### config.mk
export PLATFORM = sky130hd
export DESIGN_NAME = led_matrix_scanner_flat
export DESIGN_NICKNAME = d
export VERILOG_FILES = /design/src/rtl/led_matrix_scanner_if.sv /design/src/rtl/led_matrix_scanner.sv /design/src/flat_wrapper.sv
export SDC_FILE = /design/constraint.sdc
export NUM_CORES = 1
export LEC_CHECK = 0
export ABC_AREA = 1
export CORE_MARGIN = 2
export CORE_UTILIZATION = 49
export DETAILED_ROUTE_END_ITERATION = 10
export GPL_TIMING_DRIVEN = 0
export PLACE_DENSITY = 0.88
export SYNTH_ARGS = -nofsm -noshare
export SYNTH_HDL_FRONTEND = slang
export SYNTH_SLANG_ARGS = --single-unit
export TNS_END_PERCENT = 50
### constraint.sdc
create_clock -name clk -period 1.4 [get_ports clk]
set_clock_uncertainty 0.1 [all_clocks]
set_input_delay 0.21 -clock clk [delete_from_list [all_inputs] [get_ports clk]]
set_output_delay 0.21 -clock clk [all_outputs]
set_load 0.02 [all_outputs]
### src/rtl/led_matrix_scanner_if.sv
// Command / frame-load bus between game logic (master) and the LED matrix scanner (slave).
// The index width covers ROWS*COLS LEDs; indices >= ROWS*COLS are legal but map to nothing.
interface led_matrix_scanner_if #(
    parameter int ROWS = 4,
    parameter int COLS = 4
);
    localparam int N  = ROWS * COLS;
    localparam int IW = (N > 1) ? $clog2(N) : 1;

    logic          cmd_valid;
    logic          cmd_ready;
    logic [1:0]    cmd_op;
    logic [IW-1:0] cmd_idx;
    logic          frame_load;
    logic [N-1:0]  frame_data;

    modport master (
        output cmd_valid, cmd_op, cmd_idx, frame_load, frame_data,
        input  cmd_ready
    );

    modport slave (
        input  cmd_valid, cmd_op, cmd_idx, frame_load, frame_data,
        output cmd_ready
    );
endinterface

### src/rtl/led_matrix_scanner.sv
// Time-multiplexed ROWSxCOLS LED matrix driver with a double-buffered bitmap,
// per-row blanking gap, tear-free frame-end swap and optional whole-display blink.
module led_matrix_scanner #(
    parameter int ROWS           = 4,
    parameter int COLS           = 4,
    parameter int DWELL          = 1000,
    parameter int BLANK          = 16,
    parameter int BLINK_FRAMES   = 32,
    parameter int COL_ACTIVE_LOW = 0
) (
    input  logic                   clk,
    input  logic                   rst_n,
    input  logic                   en,
    input  logic                   blink_en,
    led_matrix_scanner_if.slave    bus,
    output logic [ROWS-1:0]        row_out,
    output logic [COLS-1:0]        col_out,
    output logic                   frame_start,
    output logic [ROWS*COLS-1:0]   fb_out
);
    localparam int N  = ROWS * COLS;
    localparam int IW = (N > 1) ? $clog2(N) : 1;
    localparam int RW = (ROWS > 1) ? $clog2(ROWS) : 1;
    localparam int SW = (DWELL > 1) ? $clog2(DWELL) : 1;
    localparam int FW = (BLINK_FRAMES > 1) ? $clog2(BLINK_FRAMES) : 1;

    localparam logic [RW-1:0]   LAST_ROW   = RW'(ROWS - 1);
    localparam logic [SW-1:0]   LAST_SLOT  = SW'(DWELL - 1);
    localparam logic [FW-1:0]   LAST_FRAME = FW'(BLINK_FRAMES - 1);
    localparam logic [COLS-1:0] COL_OFF    = {COLS{(COL_ACTIVE_LOW != 0)}};

    logic [N-1:0]  back_reg, back_next;
    logic [N-1:0]  front_reg;
    logic          dirty_reg, dirty_next;
    logic [RW-1:0] row_idx_reg, row_idx_next;
    logic [SW-1:0] slot_cnt_reg, slot_cnt_next;
    logic [FW-1:0] frame_cnt_reg, frame_cnt_next;
    logic          blink_phase_reg, blink_phase_next;
    logic          en_reg;
    logic          blink_en_reg;

    logic [N-1:0]    hit;
    logic            in_range;
    logic            cmd_accept;
    logic            buf_write;
    logic            frame_end;
    logic            swap;
    logic            in_blank;
    logic            drive;
    logic [COLS-1:0] row_bits [ROWS];
    logic [COLS-1:0] col_on;

    // ---------------- command decode ----------------
    assign bus.cmd_ready = rst_n & ~bus.frame_load;
    assign cmd_accept    = bus.cmd_valid & bus.cmd_ready;

    for (genvar gi = 0; gi < N; gi++) begin : g_hit
        assign hit[gi] = (bus.cmd_idx == IW'(gi));
    end
    assign in_range = |hit;

    always_comb begin
        back_next = back_reg;
        buf_write = 1'b0;
        if (bus.frame_load) begin
            back_next = bus.frame_data;
            buf_write = 1'b1;
        end else if (cmd_accept) begin
            case (bus.cmd_op)
                2'b00: begin back_next = back_reg | hit;  buf_write = in_range; end
                2'b01: begin back_next = back_reg & ~hit; buf_write = in_range; end
                2'b10: begin back_next = back_reg ^ hit;  buf_write = in_range; end
                default: begin back_next = '0;            buf_write = 1'b1;     end
            endcase
        end
    end

    // ---------------- scan counters ----------------
    assign frame_end = (row_idx_reg == LAST_ROW) && (slot_cnt_reg == LAST_SLOT);
    // Counters only advance once en has been seen for a full cycle so that
    // the first visible cycle after enabling is row 0, slot 0.
    assign swap = en & en_reg & frame_end & dirty_reg;

    always_comb begin
        row_idx_next     = row_idx_reg;
        slot_cnt_next    = slot_cnt_reg;
        frame_cnt_next   = frame_cnt_reg;
        blink_phase_next = blink_phase_reg;
        if (!en) begin
            row_idx_next     = '0;
            slot_cnt_next    = '0;
            frame_cnt_next   = '0;
            blink_phase_next = 1'b0;
        end else if (en_reg) begin
            if (slot_cnt_reg == LAST_SLOT) begin
                slot_cnt_next = '0;
                if (row_idx_reg == LAST_ROW) begin
                    row_idx_next = '0;
                    if (frame_cnt_reg == LAST_FRAME) begin
                        frame_cnt_next   = '0;
                        blink_phase_next = ~blink_phase_reg;
                    end else begin
                        frame_cnt_next = frame_cnt_reg + 1'b1;
                    end
                end else begin
                    row_idx_next = row_idx_reg + 1'b1;
                end
            end else begin
                slot_cnt_next = slot_cnt_reg + 1'b1;
            end
        end
    end

    // A write landing on the swap edge keeps dirty so it shows next frame.
    always_comb begin
        dirty_next = dirty_reg;
        if (buf_write) begin
            dirty_next = 1'b1;
        end else if (swap) begin
            dirty_next = 1'b0;
        end
    end

    always_ff @(posedge clk) begin
        if (!rst_n) begin
            back_reg        <= '0;
            front_reg       <= '0;
            dirty_reg       <= 1'b0;
            row_idx_reg     <= '0;
            slot_cnt_reg    <= '0;
            frame_cnt_reg   <= '0;
            blink_phase_reg <= 1'b0;
            en_reg          <= 1'b0;
            blink_en_reg    <= 1'b0;
        end else begin
            back_reg        <= back_next;
            dirty_reg       <= dirty_next;
            row_idx_reg     <= row_idx_next;
            slot_cnt_reg    <= slot_cnt_next;
            frame_cnt_reg   <= frame_cnt_next;
            blink_phase_reg <= blink_phase_next;
            en_reg          <= en;
            blink_en_reg    <= blink_en;
            if (swap) begin
                front_reg <= back_reg;
            end
        end
    end

    // ---------------- output decode (registered state only) ----------------
    if (BLANK == 0) begin : g_no_blank
        assign in_blank = 1'b0;
    end else begin : g_blank
        assign in_blank = (slot_cnt_reg < SW'(BLANK));
    end

    assign drive = en_reg & ~in_blank;

    for (genvar gi = 0; gi < ROWS; gi++) begin : g_rows
        assign row_bits[gi] = front_reg[gi*COLS +: COLS];
        assign row_out[gi]  = drive & (row_idx_reg == RW'(gi));
    end

    assign col_on      = (drive && !(blink_en_reg && blink_phase_reg)) ? row_bits[row_idx_reg] : '0;
    assign col_out     = col_on ^ COL_OFF;
    assign frame_start = en_reg & (row_idx_reg == '0) & (slot_cnt_reg == '0);
    assign fb_out      = front_reg;
endmodule

### src/flat_wrapper.sv
// flat-port wrapper written by rule: the top's interface ports become plain ports
module led_matrix_scanner_flat 
#(
    parameter int ROWS           = 4,
    parameter int COLS           = 4,
    parameter int DWELL          = 1000,
    parameter int BLANK          = 16,
    parameter int BLINK_FRAMES   = 32,
    parameter int COL_ACTIVE_LOW = 0
)
  (clk, rst_n, en, blink_en, row_out, col_out, frame_start, fb_out, bus_cmd_valid, bus_cmd_op, bus_cmd_idx, bus_frame_load, bus_frame_data, bus_cmd_ready);
  led_matrix_scanner_if #(.ROWS(ROWS), .COLS(COLS)) bus_i ();
  input  logic clk;
  input  logic rst_n;
  input  logic en;
  input  logic blink_en;
  output logic [ROWS-1:0] row_out;
  output logic [COLS-1:0] col_out;
  output logic frame_start;
  output logic [ROWS*COLS-1:0] fb_out;
  input wire logic [$bits(bus_i.cmd_valid)-1:0] bus_cmd_valid;
  input wire logic [$bits(bus_i.cmd_op)-1:0] bus_cmd_op;
  input wire logic [$bits(bus_i.cmd_idx)-1:0] bus_cmd_idx;
  input wire logic [$bits(bus_i.frame_load)-1:0] bus_frame_load;
  input wire logic [$bits(bus_i.frame_data)-1:0] bus_frame_data;
  output wire logic [$bits(bus_i.cmd_ready)-1:0] bus_cmd_ready;
  assign bus_i.cmd_valid = bus_cmd_valid;
  assign bus_i.cmd_op = bus_cmd_op;
  assign bus_i.cmd_idx = bus_cmd_idx;
  assign bus_i.frame_load = bus_frame_load;
  assign bus_i.frame_data = bus_frame_data;
  assign bus_cmd_ready = bus_i.cmd_ready;
  led_matrix_scanner #(.ROWS(ROWS), .COLS(COLS), .DWELL(DWELL), .BLANK(BLANK), .BLINK_FRAMES(BLINK_FRAMES), .COL_ACTIVE_LOW(COL_ACTIVE_LOW)) u_core (.clk(clk), .rst_n(rst_n), .en(en), .blink_en(blink_en), .bus(bus_i), .row_out(row_out), .col_out(col_out), .frame_start(frame_start), .fb_out(fb_out));
endmodule
---- Yosys cells after proc, flatten, opt, wreduce, memory -nomap -nowiden ----
Cells that the tools add are included.
word-level totals
  flip-flop bits (word level) ............. 53
  bits of input ports ..................... 28
  output and inout port bits .............. 26
cells by class
  add/subtract/negate cells ............... 3
  $lt $le $gt $ge ......................... 2
  equality and inequality tests ........... 22
  mux-type cells .......................... 15
  bitwise logic cells ..................... 20
  reductions and logical operators ........ 16
operators with widths
  operator                                                                       number
  16-bit one-hot mux with 3 select lines                                         1
  4-bit == test, second input constant                                           8
  16-bit two-way mux                                                             2
  16-bit bitwise AND                                                             1
  4-bit by 3-bit == test with 1-bit output, second input constant                4
  16-bit NOT                                                                     1
  16-bit OR                                                                      1
  16-bit OR reduction                                                            1
  16-bit XOR                                                                     1
  1-bit bitwise AND                                                              12
  4-bit two-way mux                                                              3
  10-bit by 1-bit adder with 10-bit output, second input constant                1
  10-bit == test, second input constant                                          1
  10-bit logical NOT                                                             1
  10-bit by 5-bit less-than comparator with 1-bit output, second input constant  1
  10-bit two-way mux                                                             1
  4-bit binary-select mux with 2-bit select                                      1
  4-bit by 2-bit == test with 1-bit output, second input constant                2
  2-bit == test, second input constant                                           3
  5-bit by 1-bit adder with 5-bit output, second input constant                  1
  5-bit == test, second input constant                                           1
  1-bit two-way mux                                                              5
  5-bit two-way mux                                                              1
  2-bit by 1-bit == test with 1-bit output, second input constant                2
  15 further kinds                                                               22

---- Logic depth before layout (Yosys ltp) ----
Gate-level depths: netlist of the first run.
  depth after elaboration ................. 6
  depth in mapped cells ................... 9
  gate-level depth less buffers ........... 8

---- Worst setup path before layout of the first run ----
OpenSTA, ideal clock, no wires.
  path kind ............................... register to output
  start point ............................. register u_core.row_idx_reg[0]
  end point ............................... output port frame_start
  data arrival time ....................... 1.529 ns
  required time ........................... 1.090 ns
  setup slack ............................. -0.439 ns
  cell stages (with the launch flop) ...... 6
  path buffers ............................ 1
  cell sequence ........................... dfxtp_1 > buf_2 > clkinv_1 > ha_1 > nand3_1 > nor4_1
on the way
  cells in the longest elaborated chain, start to end .. 3
RTL lines
  element                          line                       RTL
  start: declaration               led_matrix_scanner.sv:35   logic [RW-1:0] row_idx_reg, row_idx_next;
  start signal: assignment         led_matrix_scanner.sv:138  row_idx_reg <= row_idx_next;
  2-bit logical NOT                led_matrix_scanner.sv:166  assign frame_start = en_reg & (row_idx_reg == '0) & (slot_cnt_reg == '0);
  1-bit bitwise AND (2 in series)  led_matrix_scanner.sv:166
  end: declaration                 flat_wrapper.sv:19         output logic frame_start;
Every way passes these cells.

---- Final worst setup path of the first run ----
  start point ............................. register u_core.slot_cnt_reg[6]
  end point ............................... output port col_out[1]
on the way
  cells in the longest elaborated chain, start to end .. 5
RTL lines
  element                                                 line                       RTL
  start: declaration                                      led_matrix_scanner.sv:36   logic [SW-1:0] slot_cnt_reg, slot_cnt_next;
  start signal: assignment                                led_matrix_scanner.sv:139  slot_cnt_reg <= slot_cnt_next;
  10-bit by 5-bit less-than comparator with 1-bit output  led_matrix_scanner.sv:154  assign in_blank = (slot_cnt_reg < SW'(BLANK));
  1-bit NOT                                               led_matrix_scanner.sv:157  assign drive = en_reg & ~in_blank;
  1-bit bitwise AND                                       led_matrix_scanner.sv:157
  1-bit logical AND                                       led_matrix_scanner.sv:164  assign col_on = (drive && !(blink_en_reg && blink_phase_reg)) ? row_bits[row_idx_reg] : '0;
  4-bit two-way mux                                       led_matrix_scanner.sv:164
  end: declaration                                        flat_wrapper.sv:18         output logic [COLS-1:0] col_out;
Every way passes these cells.

==> results of run 1 <==
cells by family (layout without fill, tap and decap cells):
family | count (synthesis) | in the layout | synth area share (%)
AND/OR/NAND/NOR | 252 | 252 | 30.77
buffers and inverters | 79 | 177 | 9.578
AO/OA/AOI/OAI | 76 | 76 | 12.98
flip-flops | 53 | 53 | 31.36
adder cells (fa/ha/maj) | 40 | 40 | 14.79
XOR/XNOR | 2 | 2 | 0.5178
cells in the final DEF, fill, tap and decap left out, types with 5 or more instances in the layout:
master                            count
sky130_fd_sc_hd__nand2_4              7
sky130_fd_sc_hd__nand2_2             24
sky130_fd_sc_hd__nand4_1              6
sky130_fd_sc_hd__buf_6               27
sky130_fd_sc_hd__nor2_2              14
sky130_fd_sc_hd__a31oi_1              7
sky130_fd_sc_hd__dfxtp_1             36
sky130_fd_sc_hd__clkdlybuf4s15_1      7
sky130_fd_sc_hd__a21oi_2              6
sky130_fd_sc_hd__dfxtp_4              8
sky130_fd_sc_hd__clkdlybuf4s50_1     19
sky130_fd_sc_hd__clkbuf_8             6
sky130_fd_sc_hd__dlygate4sd2_1       13
sky130_fd_sc_hd__nor2_4              13
sky130_fd_sc_hd__a21oi_4              7
sky130_fd_sc_hd__o21ai_0             15
sky130_fd_sc_hd__inv_1               57
sky130_fd_sc_hd__buf_4               24
sky130_fd_sc_hd__nand2_1            120
sky130_fd_sc_hd__o211ai_1            15
sky130_fd_sc_hd__nor2_1              50
sky130_fd_sc_hd__nand3_1              5
sky130_fd_sc_hd__inv_2                5
sky130_fd_sc_hd__ha_1                36
sky130_fd_sc_hd__dfxtp_2              9
sky130_fd_sc_hd__a21oi_1             17
sky130_fd_sc_hd__o21ai_2              6
report_power, final:
group	leakage (nW)	internal [mW]	switching, mW
Combinational	1.68	0.189	0.246
Sequential	0.441	1.53	0.0425
Clock	0.0417	0.356	0.544
Total	2.16	2.07	0.832
how the worst max path moves through the flow:
| stage | endpoint | slack, ps | depth (start not counted) |
|---|---|---|---|
| floorplan | frame_start | -20 | 5 |
| global placement | col_out[3] | -680 | 7 |
| global route | col_out[1] | -490 | 7 |
| finish | col_out[1] | -430 | 7 |
| detailed placement | col_out[3] | -720 | 7 |
| CTS | frame_start | -360 | 5 |
layout make-up:
type	count	share of cell area, %
Inverter	66	5.480
Clock buffer	6	1.458
Multi-Input combinational cell	370	49.12
Clock inverter	2	0.2765
Sequential cell	53	22.15
Buffer	13	2.363
Tap cell	80	2.011
Timing Repair inverter	1	0.1760
Timing Repair Buffer	89	16.97
timing repair:
item,CTS,global route
gates cloned,6,0
pin swaps,24,21
setup buffers,28,6
endpoints found under the setup margin,75,63
hold endpoints to repair,0,0
gates resized for setup,190,64
layer usage:
layer | part of all wire [%] | GRT usage (%)
met1 | 37 | 28.32
met2 | 54 | 53.57
met3 | 4.4 | 4.171
met4 | 3.8 | 12.73
met5 | 0 | 0
stage by stage:
stage | setup TNS, ps | power, mW | hold WS [ps] | util [%] | instance area, um2
4_1_cts | -5906 | 2.859 | 274.2 | 71.53 | 4806
6_report | -8957 | 2.905 | 259.7 | 74.08 | 4977
3_5_place_dp | -25420 | 1.993 | 383.8 | 61.25 | 4115
3_3_place_gp | -23090 | 1.971 | 357.0 | 61.25 | 4115
2_1_floorplan | -23.69 | 1.829 | 207.6 | - | 3495
5_1_grt | -12070 | 3.010 | 287.9 | 74.08 | 4977
critical path, cell delays in order (launching register included):
cell	delay (ps)
sky130_fd_sc_hd__dfxtp_2	350
sky130_fd_sc_hd__nor2_4	110
sky130_fd_sc_hd__nand4_1	190
sky130_fd_sc_hd__nand2_2	160
sky130_fd_sc_hd__inv_2	70
sky130_fd_sc_hd__nand2_4	130
sky130_fd_sc_hd__a21oi_4	50
sky130_fd_sc_hd__buf_6	150
==> results.txt, run 1 <==
The top-area cell type share of the netlist area came out at 31.36%. The post-route netlist has between 30% and 40% of its cells at a drive strength greater than 1. The synthesized netlist occupies a cell area of roughly 3400 um2. Tracing the worst setup path back leads to its startpoint at u_core.slot_cnt_reg[6]$_SDFFE_PN0P_. The worst reg2reg path depth came out at 8. The worst reg2reg path endpoint is u_core.fb_out[4]$_SDFFE_PN0P_. Buffers inserted during clock tree synthesis total 5.

OpenSTA, run right after detailed placement, puts the worst setup slack at -719.3 ps. The total inserted antenna cells came out at 0. The worst setup path is of the reg2out kind.

The floorplan step defined a core boundary enclosing between 6000 and 7000 um2. The cell count after synthesis came out at approximately 500. The x dimension of the die came out at 87.10 um. The number of placed I/O pins came out at 54.

The leakage power of the design came out at between 2 and 2.5 nW. The post-route antenna net violation count came out at 0. The via count of the first global-routing pass is about 3700. The mean instance size in the synthesized netlist came out at about 6.7 um2.

The startpoint identified for the worst hold timing path is bus_frame_load. The number of DRC violations after detailed-routing iteration 0 came out at roughly 120. The overall fraction of global-route tracks in use is a little over a quarter. The count of filler cells inserted in the layout came out at between 400 and 500. The net count of the finished layout is 667. The total overflow left after global routing is 0. The worst setup path is captured at an output pin. After synthesis, the netlist uses 31 different library cells. The ratio of total power to cell area is between 500 and 600 nW/um2. After detailed routing, the number of remaining DRC violations is 0. After layout, the minimum clock period comes to 1826 ps.

The initial antenna violation count came out at 0. The highest attainable clock frequency came out at 547.8 MHz. The number of rows in the core area is 30.

The proportion of synthesized chip area in sequential cells came out at about a third. The wire length per cell came out at between 15 and 20 um. Summed over all instances, the cell type with the most area after synthesis is sky130_fd_sc_hd__dfxtp_1. Relative to the synthesized area, the layout overhead comes to 47.12%. During synthesis, Yosys emitted a total of 0 warnings.

For the pin with the worst max-slew slack, the measured transition is 480.5 ps. The arrival time of the worst setup path is between 1500 and 2000 ps. The ratio of routed vias to standard cells is 5.537. The worst hold path terminates at u_core.back_reg[9]$_SDFFE_PN0P_. The area taken by multi-input logic gates is 2445 um2. The placer congestion estimate came out at 0.9514.

The tightest slew margin relative to the limit came out at between 60 and 70%. The sequential cell area is 1102 um2. The effective utilization at floorplan came out at 50.35%. The worst register-to-register path begins at u_core.row_idx_reg[1]$_SDFFE_PN0P_. TritonCTS built the clock tree. The most used flip-flop cell after synthesis is sky130_fd_sc_hd__dfxtp_1. The worst-case IR drop observed on VDD is 345.7 uV. The number of nets in the synthesized netlist is 570. The total wire length after detailed routing came out at about 11000 um. sky130_fd_sc_hd__nand2_1 is the most common cell in the netlist. STA classifies the critical path startpoint as a flip-flop.

The clock drives 53 sinks. The number of hold violations in the final report is 0. The number of pins with negative max-slew slack in the final report is 0.

The first detailed-routing pass took 5 iterations. The number of stages on the worst hold path is 5. The first-pass GRT wire length came out at between 15000 and 20000 um. The tool flagged a number of max-cap violations equal to 0. The worst-skew pair later-pin latency is around 320 ps. The number of setup violations in the final report is slightly above 40.

After synthesis, the share of flip-flops with an asynchronous set or reset is 0%. The post-layout instance count excluding filler cells came out at 680. The number of placed cells counting well taps is 634. The HPWL after detailed placement is approximately 6500 um.

The routed via count came out at about 3800. After clock tree synthesis, the clock-pin slew on the worst setup and hold paths is roughly 100 ps. The path class of the tightest hold or removal check is in2reg. Across all setup checks in the final design, the least slack found is -425.5 ps. The maximum number of pins on one net before global-route repair is 17. The flow ran to the end, but the final reports show violations. The synthesized design contains 0 enable-type register cells. The number of buffers on the longest clock path came out at 2. The H-tree was split into 2 levels. In the synthesized netlist, the cells that appear most often are 147 x sky130_fd_sc_hd__nand2_1, 73 x sky130_fd_sc_hd__nor2_1, 63 x sky130_fd_sc_hd__inv_1, 53 x sky130_fd_sc_hd__dfxtp_1, 40 x sky130_fd_sc_hd__ha_1. The setup slack of the worst register-to-register path is -290 ps. The number of buffers added on ports is 52. The tree is rooted in a sky130_fd_sc_hd__clkbuf_8. The checks that failed: setup timing. The die boundary height is 87.10 um. In this run, post-CTS hold repair placed 0 buffers.

Setup repair after global routing could not meet its margin everywhere. By area the synthesized netlist is led by sky130_fd_sc_hd__dfxtp_1 31%, sky130_fd_sc_hd__nand2_1 16%, sky130_fd_sc_hd__ha_1 15%, sky130_fd_sc_hd__nor2_1 8.1%, sky130_fd_sc_hd__inv_1 7.0%. The area of the die came out at 7586 um2.

The largest driver fanout on the critical path came out at 4. For the worst setup path, the data required time is about 1100 ps. The number of synthesized register bits is 53. The final period utilization came out at 130.4%.
Power figures use the tool's default switching activity.
==> inputs of run 2 (changes only) <==
--- a/config.mk
+++ b/config.mk
@@ -11,6 +11,7 @@
 export DETAILED_ROUTE_END_ITERATION = 10
 export GPL_TIMING_DRIVEN = 0
 export PLACE_DENSITY = 0.88
+export SLEW_MARGIN = 20
 export SYNTH_ARGS = -nofsm -noshare
 export SYNTH_HDL_FRONTEND = slang
 export SYNTH_SLANG_ARGS = --single-unit
==> results of run 2 <==
The final DEF is identical to that of run 1; final timing and power are the same.
==> inputs of run 3 (changes only) <==
==> constraint.sdc (replaced) <==
create_clock -name clk -period 1.4 [get_ports clk]
set_clock_uncertainty 0.1 [all_clocks]
set_input_delay 0.14 -clock clk [delete_from_list [all_inputs] [get_ports clk]]
set_output_delay 0.14 -clock clk [all_outputs]
set_load 0.02 [all_outputs]
==> run 3 against run 2 <==
The flow still finishes with violations (setup timing). Total power fell by 3.3%. Fmax rose by 3.8%. Flip-flop and latch count did not move. Cell count fell by 1.9%. Sequential share of layout area rose by 1.0 points. First-iteration DRC count rose by 83%. Critical endpoint is now col_out[3]. Largest cell class unchanged. Largest power group unchanged. Highest routed layer unchanged.
==> results.txt, run 3 (same netlist as run 1, synthesis figures left out) <==
The run finished, with violations left. The final reports fail on setup timing. The final worst hold slack is 185.5 ps (-74.23 ps). Leaving out fill and tap cells, the most frequent cells in the layout are 121 x sky130_fd_sc_hd__nand2_1, 57 x sky130_fd_sc_hd__inv_1, 49 x sky130_fd_sc_hd__nor2_1, 40 x sky130_fd_sc_hd__dfxtp_1, 34 x sky130_fd_sc_hd__ha_1. The effective utilization at floorplan came to 50.35% (unchanged). The routed via count is 3604 (-4.3%). The worst reg2reg path depth is 8 (unchanged). The critical path is of the reg2out type. Among all stages on the critical path, the largest delay is contributed by sky130_fd_sc_hd__dfxtp_4. Setup repair after global routing could not meet its margin everywhere. The arrival time of the worst setup path is 1520 ps (about the same). The post-layout total power was 2.809 mW (-3.3%). The largest driver fanout on the critical path came out at 4 (unchanged).

The number of hold violations in the final report came out at 0 (unchanged). The wire length per cell came out at 15.14 um (-5.6%). The post-route antenna net violation count came out at 0 (unchanged). The largest incremental delay on the critical path is 370 ps (+20 ps). The worst-skew pair later-pin latency came out at 310 ps (about the same). The final-stage net count came out at 656 (-1.6%). The met3 routed wirelength is 616 um (+27%). The number of stages on the worst hold path is 5 (unchanged).

The placer congestion estimate came to 0.9577 (+0.66%). The post-layout instance count excluding filler cells is 667 (-1.9%). The number of buffers created by CTS is 5 (unchanged).

The tree is rooted in a sky130_fd_sc_hd__clkbuf_8. The final period utilization is 125.6% (-4.8 points). The total core area came to 6719 um2 (unchanged).

The number of buffers added on ports came out at 52 (unchanged). The overall fraction of global-route tracks in use came out at 25.37% (-2.1 points). The wire length on met2 came out at 5514 um (-6.7%).

The maximum number of pins on one net before global-route repair was 15 (-2). The tightest min-delay check is of the in2reg type. The number of rows in the core area is 30 (unchanged).

The hold buffer count at cts is 0 (unchanged). The initial antenna violation count came out at 0 (unchanged). The worst setup path is launched from a flip-flop.

The number of placed I/O pins is 54 (unchanged). The final sum of negative setup slack came to -7684 ps (+1273 ps). The worst IR drop on VDD is 342.8 uV (-0.85%).

The number of pins with negative max-slew slack in the final report came to 0 (unchanged). The fraction of layout cells with a size suffix above 1 is 27.94% (-2.9 points). The clock sink total is 53 (unchanged).

The first-pass GRT wire length came out at 15240 um (-7.3%). Leaving out fill and tap cells, the most frequent cell in the layout is sky130_fd_sc_hd__nand2_1. The final core area utilization is 71.08% (-3.0 points).

The total inserted antenna cells came out at 0 (unchanged). The number of placed cells counting well taps came out at 634 (unchanged). The HPWL after detailed placement came out at 6565 um (+0.69%).

The highest attainable clock frequency is 568.6 MHz (+3.8%). The area of the die came out at 7586 um2 (unchanged). The via count of the first global-routing pass is 3403 (-7.0%).

The number of remaining DRC errors was 0 (unchanged). The first-pass detailed-route iteration total came to 5 (unchanged). The total wire length after detailed routing came out at 10100 um (-7.4%). The clock transition at the registers of the reported paths came out at 90 ps (about the same).

The H-tree depth came to 2 (unchanged). The leakage power of the design came out at 2.078 nW (-3.8%). The required time of the critical path is 1160 ps (+70 ps). The number of DRC violations after detailed-routing iteration 0 is 227 (+83%). The number of max-capacitance violations reported came to 0 (unchanged). TritonCTS built the clock tree. The ratio of routed vias to standard cells came out at 5.403 (-2.4%). The count of filler cells inserted in the layout came out at 508 (+6.5%). The x dimension of the die came out at 87.10 um (unchanged).

The final design instance area without fill is 4776 um2 (-4.0%). The number of setup violations in the final report is 37 (-9.8%). The worst path setup slack after routing is -358.6 ps (+66.91 ps). The die boundary height is 87.10 um (unchanged). The setup slack of the worst register-to-register path is -300 ps (about the same). The final global-route overflow total came out at 0 (unchanged). The pre-CTS setup slack is -689.0 ps (+30.29 ps). The total routed wire length on the met1 layer came out at 3720 um (-9.0%). The topmost layer with routed signal wires is met4. The tightest slew margin relative to the limit is 64.69% (-3.3 points). The area growth from synthesis to layout is 41.16%. The clock period minus final worst setup slack is 1759 ps (-66.91 ps). The total placed instance area came to 4070 um2 (-1.1%). The number of buffers on the longest clock path came out at 2 (unchanged). The transition time at the pin with the least slew margin came to 529.7 ps (+49.21 ps). STA classifies the critical path endpoint as an output pin. The ratio of total power to cell area is 588.1 nW/um2 (+0.77%). The signal on the critical path passes through nor2_4 > nand4_1 > nand2_2 > inv_2 > nand2_4 > a21oi_2 > buf_4.
[run 3: changes by cell type in the layout (fill, tap and decap cells not counted), sizes merged]
| cell | delta |
|---|---|
| buf | -12 |
| bufbuf | -1 |
| clkbuf | -1 |
| clkdlybuf4s15 | -6 |
| clkdlybuf4s50 | +1 |
| clkinv | -1 |
| clkinvlp | -1 |
| dlygate4sd2 | +7 |
| inv | +1 |
[run 3: repair_timing]
action                                  CTS  global route
pin swaps                                13            23
setup buffers                            11            11
endpoints found under the setup margin   74            59
resized for setup                       161            68
cloned                                    3             2
[run 3: layout make-up]
class	instances	area [um2]	area share, %
Tap cell	80	100.1	2.096
Clock inverter	1	5.005	0.1048
Clock buffer	5	68.82	1.441
Sequential cell	53	1107	23.19
Timing Repair inverter	1	8.758	0.1834
Buffer	13	107.6	2.253
Multi-Input combinational cell	370	2389	50.01
Inverter	66	272.8	5.711
Timing Repair Buffer	78	716.9	15.01
[run 3: path summary, 6_finish.rpt]
kind / endpoint / start
max: col_out[3] / u_core.slot_cnt_reg[6]$_SDFFE_PN0P_
min reg2reg: u_core.fb_out[9]$_SDFFE_PN0P_ / u_core.back_reg[9]$_SDFFE_PN0P_
max reg2reg: u_core.fb_out[2]$_SDFFE_PN0P_ / u_core.slot_cnt_reg[3]$_SDFFE_PN0P_
min: u_core.back_reg[11]$_SDFFE_PN0P_ / bus_frame_load
[run 3: where the power goes]
group	internal [mW]	total, mW	leakage, nW	switching [mW]
clock	0.331	0.831	0.0399	0.500
combinational	0.178	0.415	1.60	0.237
sequential	1.52	1.56	0.441	0.0426
total	2.03	2.81	2.08	0.780
[run 3: worst max-delay path: cells and delay by family (launching register included)]
family	cells	cell delay, ps
buf+inv	2	230
compound gates	1	60
simple gates	4	540
flops	1	370
[run 3: layer usage]
| layer | vias to the layer above | track usage, % |
|---|---|---|
| met5 | - | 0 |
| met4 | 0 | 10.35 |
| met3 | 23 | 4.171 |
| met2 | 153 | 48.09 |
| met1 | 1675 | 27.71 |
| li1 | 1753 | - |
